## src/rtl/acc_pkg.sv

```systemverilog
// Shared accumulator-path definitions for the packer and its downstream unpacker.
// Latency: n/a (constants, types and constant functions only).
// Backpressure: n/a.
//
// Contents:
//   ACC_IN_WIDTH / ACC_OUT_NUM : default beat width and lane count, shared with the unpacker
//   pack_state_e               : two-state packer control (accumulating / holding a word)
//   lane_lsb()                 : lane index -> bit offset of that lane in a packed word
//   cnt_width()                : width of a counter that must hold 0..n
package acc_pkg;

  localparam int ACC_IN_WIDTH = 32;
  localparam int ACC_OUT_NUM  = 8;

  // S_ACC: collecting beats, no packed word pending.
  // S_HOLD: a packed word is presented on the output.
  typedef enum logic {
    S_ACC  = 1'b0,
    S_HOLD = 1'b1
  } pack_state_e;

  // Lane 0 occupies the least significant bits of the packed word.
  function automatic int lane_lsb(input int lane, input int width);
    return lane * width;
  endfunction

  // Enough bits to represent every value 0..n inclusive.
  function automatic int cnt_width(input int n);
    return $clog2(n + 1);
  endfunction

endpackage

```

## src/rtl/seri2para.sv

```systemverilog
// Serial-to-parallel packer: gathers OUT_NUM beats of IN_WIDTH bits into one wide word.
// Latency: completing beat accepted in cycle t -> out_valid in cycle t+1; 1 beat/cycle sustained.
// Backpressure: in_ready = !out_valid | out_ready; a stalled word blocks input, nothing is dropped.
//
// Ports:
//   clk, rst                 : clock, synchronous active-high reset
//   in_valid/in_ready/in     : serial beat stream (lane 0 = first beat)
//   in_last                  : group terminator, present only with SERI2PARA_LAST_EN
//   out_valid/out_ready/out  : packed word stream, lane i at [IN_WIDTH*(i+1)-1 : IN_WIDTH*i]
//   out_cnt                  : number of valid lanes in out (1..OUT_NUM)
//   out_last                 : word was closed by in_last (constant 0 without SERI2PARA_LAST_EN)
//
// Build option: define SERI2PARA_LAST_EN to enable short-group flush with zero padding.
module seri2para
  import acc_pkg::*;
#(
  parameter int OUT_NUM   = ACC_OUT_NUM,
  parameter int IN_WIDTH  = ACC_IN_WIDTH,
  parameter int CNT_WIDTH = cnt_width(OUT_NUM)
) (
  input  logic                         clk,
  input  logic                         rst,
  input  logic                         in_valid,
  output logic                         in_ready,
  input  logic [IN_WIDTH-1:0]          in,
`ifdef SERI2PARA_LAST_EN
  input  logic                         in_last,
`endif
  output logic                         out_valid,
  input  logic                         out_ready,
  output logic [IN_WIDTH*OUT_NUM-1:0]  out,
  output logic [CNT_WIDTH-1:0]         out_cnt,
  output logic                         out_last
);

  localparam int                   WORD_W  = IN_WIDTH * OUT_NUM;
  localparam logic [CNT_WIDTH-1:0] CNT_MAX = CNT_WIDTH'(OUT_NUM - 1);
  localparam logic [CNT_WIDTH-1:0] CNT_ONE = CNT_WIDTH'(1);

  pack_state_e            state_q;
  logic [CNT_WIDTH-1:0]   cnt;       // next lane to be written, 0..OUT_NUM-1
  logic [WORD_W-1:0]      acc_q;     // lanes collected so far; lanes >= cnt are always zero
  logic [WORD_W-1:0]      acc_d;
  logic [WORD_W-1:0]      word_d;    // word to publish if the current beat completes the group
  logic [OUT_NUM-1:0]     lane_we;

  logic in_fire;
  logic out_fire;
  logic last_beat;
  logic complete;

  assign out_valid = (state_q == S_HOLD);
  // A held word that is not being taken blocks input; that is the only stall source.
  assign in_ready  = !out_valid || out_ready;
  assign in_fire   = in_valid && in_ready;
  assign out_fire  = out_valid && out_ready;

`ifdef SERI2PARA_LAST_EN
  assign last_beat = in_last;
`else
  assign last_beat = 1'b0;
`endif

  assign complete = in_fire && ((cnt == CNT_MAX) || last_beat);

  // Lane write-enable decode plus the word that a completing beat would produce.
  // Lanes below cnt come from the accumulator, lane cnt takes the incoming beat and
  // everything above is explicitly zero, so a short flushed group is zero-padded.
  always_comb begin
    acc_d   = acc_q;
    word_d  = '0;
    lane_we = '0;
    for (int i = 0; i < OUT_NUM; i++) begin
      lane_we[i] = in_fire && (cnt == CNT_WIDTH'(i));
      if (lane_we[i]) begin
        acc_d[lane_lsb(i, IN_WIDTH) +: IN_WIDTH] = in;
      end
      if (cnt > CNT_WIDTH'(i)) begin
        word_d[lane_lsb(i, IN_WIDTH) +: IN_WIDTH] = acc_q[lane_lsb(i, IN_WIDTH) +: IN_WIDTH];
      end else if (lane_we[i]) begin
        word_d[lane_lsb(i, IN_WIDTH) +: IN_WIDTH] = in;
      end
    end
  end

  // Control, lane counter, accumulator and output register.
  // A completing beat always wins: it reloads the output register even when the
  // previous word leaves in the same cycle, so back-to-back words have no bubble.
  always_ff @(posedge clk) begin
    if (rst) begin
      state_q  <= S_ACC;
      cnt      <= '0;
      acc_q    <= '0;
      out      <= '0;
      out_cnt  <= '0;
      out_last <= 1'b0;
    end else begin
      if (complete) begin
        out      <= word_d;
        out_cnt  <= cnt + CNT_ONE;
        out_last <= last_beat;
        cnt      <= '0;
        acc_q    <= '0;
        state_q  <= S_HOLD;
      end else begin
        if (in_fire) begin
          acc_q <= acc_d;
          cnt   <= cnt + CNT_ONE;
        end
        // Word taken with nothing new to show; out/out_cnt/out_last keep stale values.
        if (out_fire) begin
          state_q <= S_ACC;
        end
      end
    end
  end

  // Counter stays within a single group.
  a_cnt_range: assert property (@(posedge clk) disable iff (rst) cnt <= CNT_MAX);

  // A stalled word is neither replaced nor altered.
  a_hold_stable: assert property (@(posedge clk) disable iff (rst)
    (out_valid && !out_ready) |=> (out_valid && $stable(out) && $stable(out_cnt) && $stable(out_last)));

`ifndef SERI2PARA_LAST_EN
  // Without flush support every published word is full.
  a_full_only: assert property (@(posedge clk) disable iff (rst)
    out_valid |-> (out_cnt == CNT_WIDTH'(OUT_NUM)));
`endif

endmodule

```

## config.mk

```make
export PLATFORM = sky130hd
export DESIGN_NAME = seri2para
export DESIGN_NICKNAME = d
export VERILOG_FILES = /design/src/rtl/acc_pkg.sv /design/src/rtl/seri2para.sv
export SDC_FILE = /design/constraint.sdc
export NUM_CORES = 1
export LEC_CHECK = 0
export BUFFER_PORTS_ARGS = -buffer_cell sky130_fd_sc_hd__buf_2
export CAP_MARGIN = 5
export CORE_ASPECT_RATIO = 0.7
export CORE_MARGIN = 1
export CORE_UTILIZATION = 40
export CTS_CLUSTER_DIAMETER = 100
export DETAILED_ROUTE_END_ITERATION = 8
export MAX_ROUTING_LAYER = met4
export PLACE_DENSITY = 0.67
export SYNTH_ARGS = -nofsm -noshare
export SYNTH_HDL_FRONTEND = slang
export SYNTH_SLANG_ARGS = --single-unit
```

## constraint.sdc

```tcl
create_clock -name clk -period 4.5 [get_ports clk]
set_input_delay 0.9 -clock clk [delete_from_list [all_inputs] [get_ports clk]]
set_output_delay 0.9 -clock clk [all_outputs]
set_load 0.02 [all_outputs]
```

== Yosys cells after proc, flatten, opt, wreduce, memory -nomap -nowiden ==
Cells that the tools add are included.

* Bits in writable memories: 0
* Output and inout bits: 263
* Memories kept: 0
* Bits in read-only memories: 0
* Bits in latches: 0
* Bits of input ports: 36
* Logic and storage cells: 66
* Flip-flop bits (word level): 489

* $mul: 0
* $add $sub $neg: 1
* Mux-type cells: 17
* Shifts and indexed selects: 0
* Order comparisons: 8
* Equality and inequality tests: 7
* Reductions and logical operators: 22
* Divide/modulo/power cells: 0
* Bitwise operators: 0

{| class="wikitable"
|+ Operators with widths
! cell !! count
|-
| two-way mux 32 bit || 15
|-
| == test 4 x 3 -> 1 bit (second input constant) || 4
|-
| > comparator 4 x 3 -> 1 bit (second input constant) || 4
|-
| AND reduction 2 bit || 7
|-
| logical AND 1 bit || 10
|-
| == test 4 x 2 -> 1 bit (second input constant) || 2
|-
| > comparator 4 x 1 -> 1 bit (second input constant) || 2
|-
| > comparator 4 x 2 -> 1 bit (second input constant) || 2
|-
| adder 4 x 1 -> 4 bit (second input constant) || 1
|-
| == test 4 x 1 -> 1 bit (second input constant) || 1
|-
| logical NOT 4 bit || 1
|-
| two-way mux 1 bit || 2
|-
| nonzero test 2 bit || 1
|-
| OR reduction 2 bit || 1
|-
| logical NOT 1 bit || 1
|-
| logical OR 1 bit || 1
|}

== Logic depth before layout (Yosys ltp) ==
* Depth in word-level cells: 6
* Gate-level depth with buffers: 8
* Mapped depth without buffers: 6

== Least setup slack after synthesis ==
Ideal clock, no wire load.

* Path kind: input-to-output
* From: in out_ready
* To: out in_ready
* Data arrival time: 1.405 ns
* Setup slack: 2.195 ns
* Path buffers: 2
* Stages: 3
* Cells stage by stage: nand2b_1 buf_2 buf_2

* Cells in the longest elaborated chain, start to end: 1

{| class="wikitable"
|+ RTL lines
! element !! RTL line !! text
|-
| start, declared || seri2para.sv:30 || <nowiki>input logic out_ready,</nowiki>
|-
| logical OR 1 bit || seri2para.sv:54 || <nowiki>assign in_ready = !out_valid || out_ready;</nowiki>
|-
| end, declared || seri2para.sv:24 || <nowiki>output logic in_ready,</nowiki>
|}

No other way between the ends.

== Worst setup path in the final report ==
* From: in out_ready
* To: reg out[243]

* Cells in the longest elaborated chain, start to end: 3

{| class="wikitable"
|+ RTL lines
! element !! RTL line !! text
|-
| logical OR 1 bit || seri2para.sv:54 ||
|-
| logical AND 1 bit || seri2para.sv:55 || <nowiki>assign in_fire = in_valid && in_ready;</nowiki>
|-
| logical AND 1 bit || seri2para.sv:64, seri2para.sv:74 ||
|-
| end signal, assigned || seri2para.sv:99 || <nowiki>out <= word_d;</nowiki>
|-
| end, declared || seri2para.sv:31 || <nowiki>output logic [IN_WIDTH*OUT_NUM-1:0] out,</nowiki>
|}

No other way between the ends.
A chain may end at the register's enable or synchronous reset.

==> flow_summary_export.csv <==
group,metric,value,unit
floorplanning,placementRows,64,
clock_network,numClockSinks,489,
global_route,grt_first_pass_wirelength,87900,um
synth,syn-num-nets,2183,
synth,yosysUniqueCellTypes,31,
sta,slew_headroom,12.9,%
synth,netlist_instances,2142,
sta,maxSlewViolCount,0,
critical_path,max_fanout_on_critical_path,182,
floorplanning,initial_core_util,40.7,%
drt,initial_drc_count,1508,
final_layout,layout_cell_area_excl_fill,21000,um^2
floorplanning,placeableCoreArea,43800,um^2
clock_network,clkTransAtPathRegs,0.06,ns
synth,yosys-top-cells-count,"509 x nand2_1, 489 x dfxtp_1, 315 x a21oi_1",
status,status,"finished, final reports clean",
clock_network,htree_num_levels,2,
critical_path,critical_path_required,4.98,ns
critical_path,timing.critical_path.from_type,"primary input",
run,drv_cap,0,
floorplanning,floorplan.die.width,254,um
placed_design,dpl-instance-area,19400,um^2
sta,fin_tns_setup,0,ns
floorplanning,design.portCount,299,
critical_path,worst_path_max_delay_cell,"buf_12",
clock_network,clock_insertion_delay_worst_skew,0.57,ns
critical_path,critical-path-max-stage-delay,0.59,ns
critical_path,ff2ff_setup_slack,1.84,ns
synth,synth.most_common_cell,"nand2_1",
placed_design,placed_cells,2846,
clock_network,cts_max_path_buffers,3,
drt,drtPass1Iterations,5,
drt,drcViolationCount,0,
worst_hold_path,min-delay-start,"acc_q[96]",
synth,avg_synthesized_cell_area,8.32,um^2
synth,postSynthRegisterBits,489,
global_route,groute.usage.overall,26.3,%
clock_network,tritoncts.num_buffers,47,
final_layout,layout.nets,2342,
drt,vias_per_cell,5.39,
critical_path,timing.critical_path.arrival,3.27,ns
power,total_power,8.96,mW
power,worst_ir_drop_vdd,0.257,mV
critical_path,r2r_end,"out[183]",
drt,wl_per_cell,20.4,um
sta,setup_slack,1.71,ns
synth,yosys_most_used_dff,"dfxtp_1",
worst_hold_path,timing.hold.worst_path_depth,2,
global_route,grt_max_degree,183,
drt,wirelength,59800,um
synth,synth_area_leaders,"dfxtp_1 55%, nand2_1 11%, a21oi_1 8.8%",
sta,setup_repair_after_global_routing_missed_its_margin,"no",
final_layout,drive_gt1_share,17.8,%
power,p_per_area,427,nW/um^2
power,power_leakage,8.51,nW
synth,post-synth-top-area-cell,"dfxtp_1",
clock_network,root_buffer,"clkbuf_16",
sta,finalHoldViolCount,0,
clock_network,tritoncts,"yes",
placed_design,hpwl,35300,um
worst_hold_path,worstHoldEndpoint,"out[96]",
clock_network,postCtsSetupBuffers,0,
final_layout,area_growth,17.8,%
sta,achievable-frequency,358,MHz
clock_network,cts.repair.resized,0,
drt,detailroute.via_count,15823,
floorplanning,die_y,179,um
sta,final.period_utilization,62.1,%
sta,finalCriticalPeriod,2.79,ns
sta,setup_viol_count_final,0,
critical_path,timing.rr.start,"cnt[0]",
sta,worst_pin_slew,1.31,ns
placed_design,gp_congestion,0.791,
critical_path,end_kind,"register",
final_layout,final_cell_count_no_fill,2935,
synth,mappedNetlistArea,17800,um^2
clock_network,hold_bufs_inserted_after_cts,0,
worst_hold_path,hold_path.class,"register to register",
critical_path,worstPathCellList,"buf_2 -> nand2b_1 -> nand4_4 -> buf_12 -> buf_4 -> nand2_1 -> a21oi_1",
floorplanning,die_area,45400,um^2
synth,synth_top_area_share,54.9,%
synth,yosys_synthesis_warning_count,0,
critical_path,path_class,"primary input to register",
global_route,antenna_found_initial,0,
drt,ant_nets,0,
placed_design,place_ws,1.20,ns
sta,finClkSkew,0.0242,ns
synth,synth_async_sr_flop_share,0,%
synth,synth_sequential_area_ratio,54.9,%
critical_path,timing.reg2reg.worst_path_depth,7,
global_route,grt.overflow.total,0,
synth,synth-edff-count,0,
global_route,grt_pass1_vias,14053,
placed_design,buffer_ports.inserted,297,
## stage by stage
stage,hold WS [ns],util (%)
4_1_cts,0.449,47.9
3_5_place_dp,0.440,44.2
5_1_grt,0.465,47.9
3_3_place_gp,0.418,44.2
2_1_floorplan,0.432,-
6_report,0.445,48.0
## flip-flops by register name (all words and copies together) (netlist names)
name	count
out	256
acc_q	224
cnt	4
out_cnt	4
out_valid	1
## placed cells by master, fill, tap and decap left out, types with 2 or more instances in the layout
master	n
clkbuf_16	48
buf_2	296
xor2_1	2
dfxtp_1	489
clkinv_2	12
buf_4	26
buf_12	3
ha_1	5
a211oi_1	32
nand2_1	509
clkinv_4	4
inv_1	3
nor3_1	146
clkbuf_8	13
nor2_1	208
a221oi_1	64
a21o_1	2
nand2b_1	2
and4_1	4
nand4_1	7
nand3_1	58
a21oi_1	315
clkbuf_1	5
mux2i_1	65
bufinv_16	4
## metal layers
layer / GRT usage [%] / routed length, um
met1: 35.7 / 26200
met2: 39.5 / 27000
met3: 5.78 / 5180
met4: 6.80 / 1410
met5: - / 0
## worst max-delay path by stage
stage,start,endpoint,slack (ns),cells after the start
after floorplan,out_ready,in_ready,2.19,3
after global placement,out_ready,out[252],1.33,7
after detailed placement,out_ready,out[79],1.20,7
after CTS,out_ready,in_ready,1.71,4
after global routing,out_ready,out[79],1.57,7
final,out_ready,out[243],1.71,7
## power by group
part           switching, mW  internal [mW]  total (mW)  leakage, nW
Sequential            0.0285           4.38        4.40         3.95
Combinational          0.341         0.0820       0.423         3.75
Clock                   1.74           2.40        4.14        0.815
Total                   2.11           6.85        8.96         8.51
## worst max-delay path, delay by kind of cell
family / cells / cell delay [ns]
compound gates: 1 / 0.18
buf+inv: 3 / 1.22
simple gates: 3 / 0.75
## final cells by class
cell class              count  area (um^2)
repair buffers            326         1750
multi-input cells        1434         7080
inverters                   3         11.3
clock buffers              65         1390
flip-flops and latches    489         9790
well taps                 594          743
clock inverters            23          248
diodes                      1         2.50
fillers                  4155        22800
## cells by family (layout without fill, tap and decap cells)
logic type	Yosys count	in the layout	synth area share, %
flops	489	489	54.9
other cells	1	2	0.0210
fa+ha+maj	5	5	0.351
mux	65	65	3.65
buf+inv	219	417	5.54
simple gates	944	944	21.9
xor+xnor	3	3	0.147
compound gates	416	416	13.5
(Power assumes the default switching activity.)
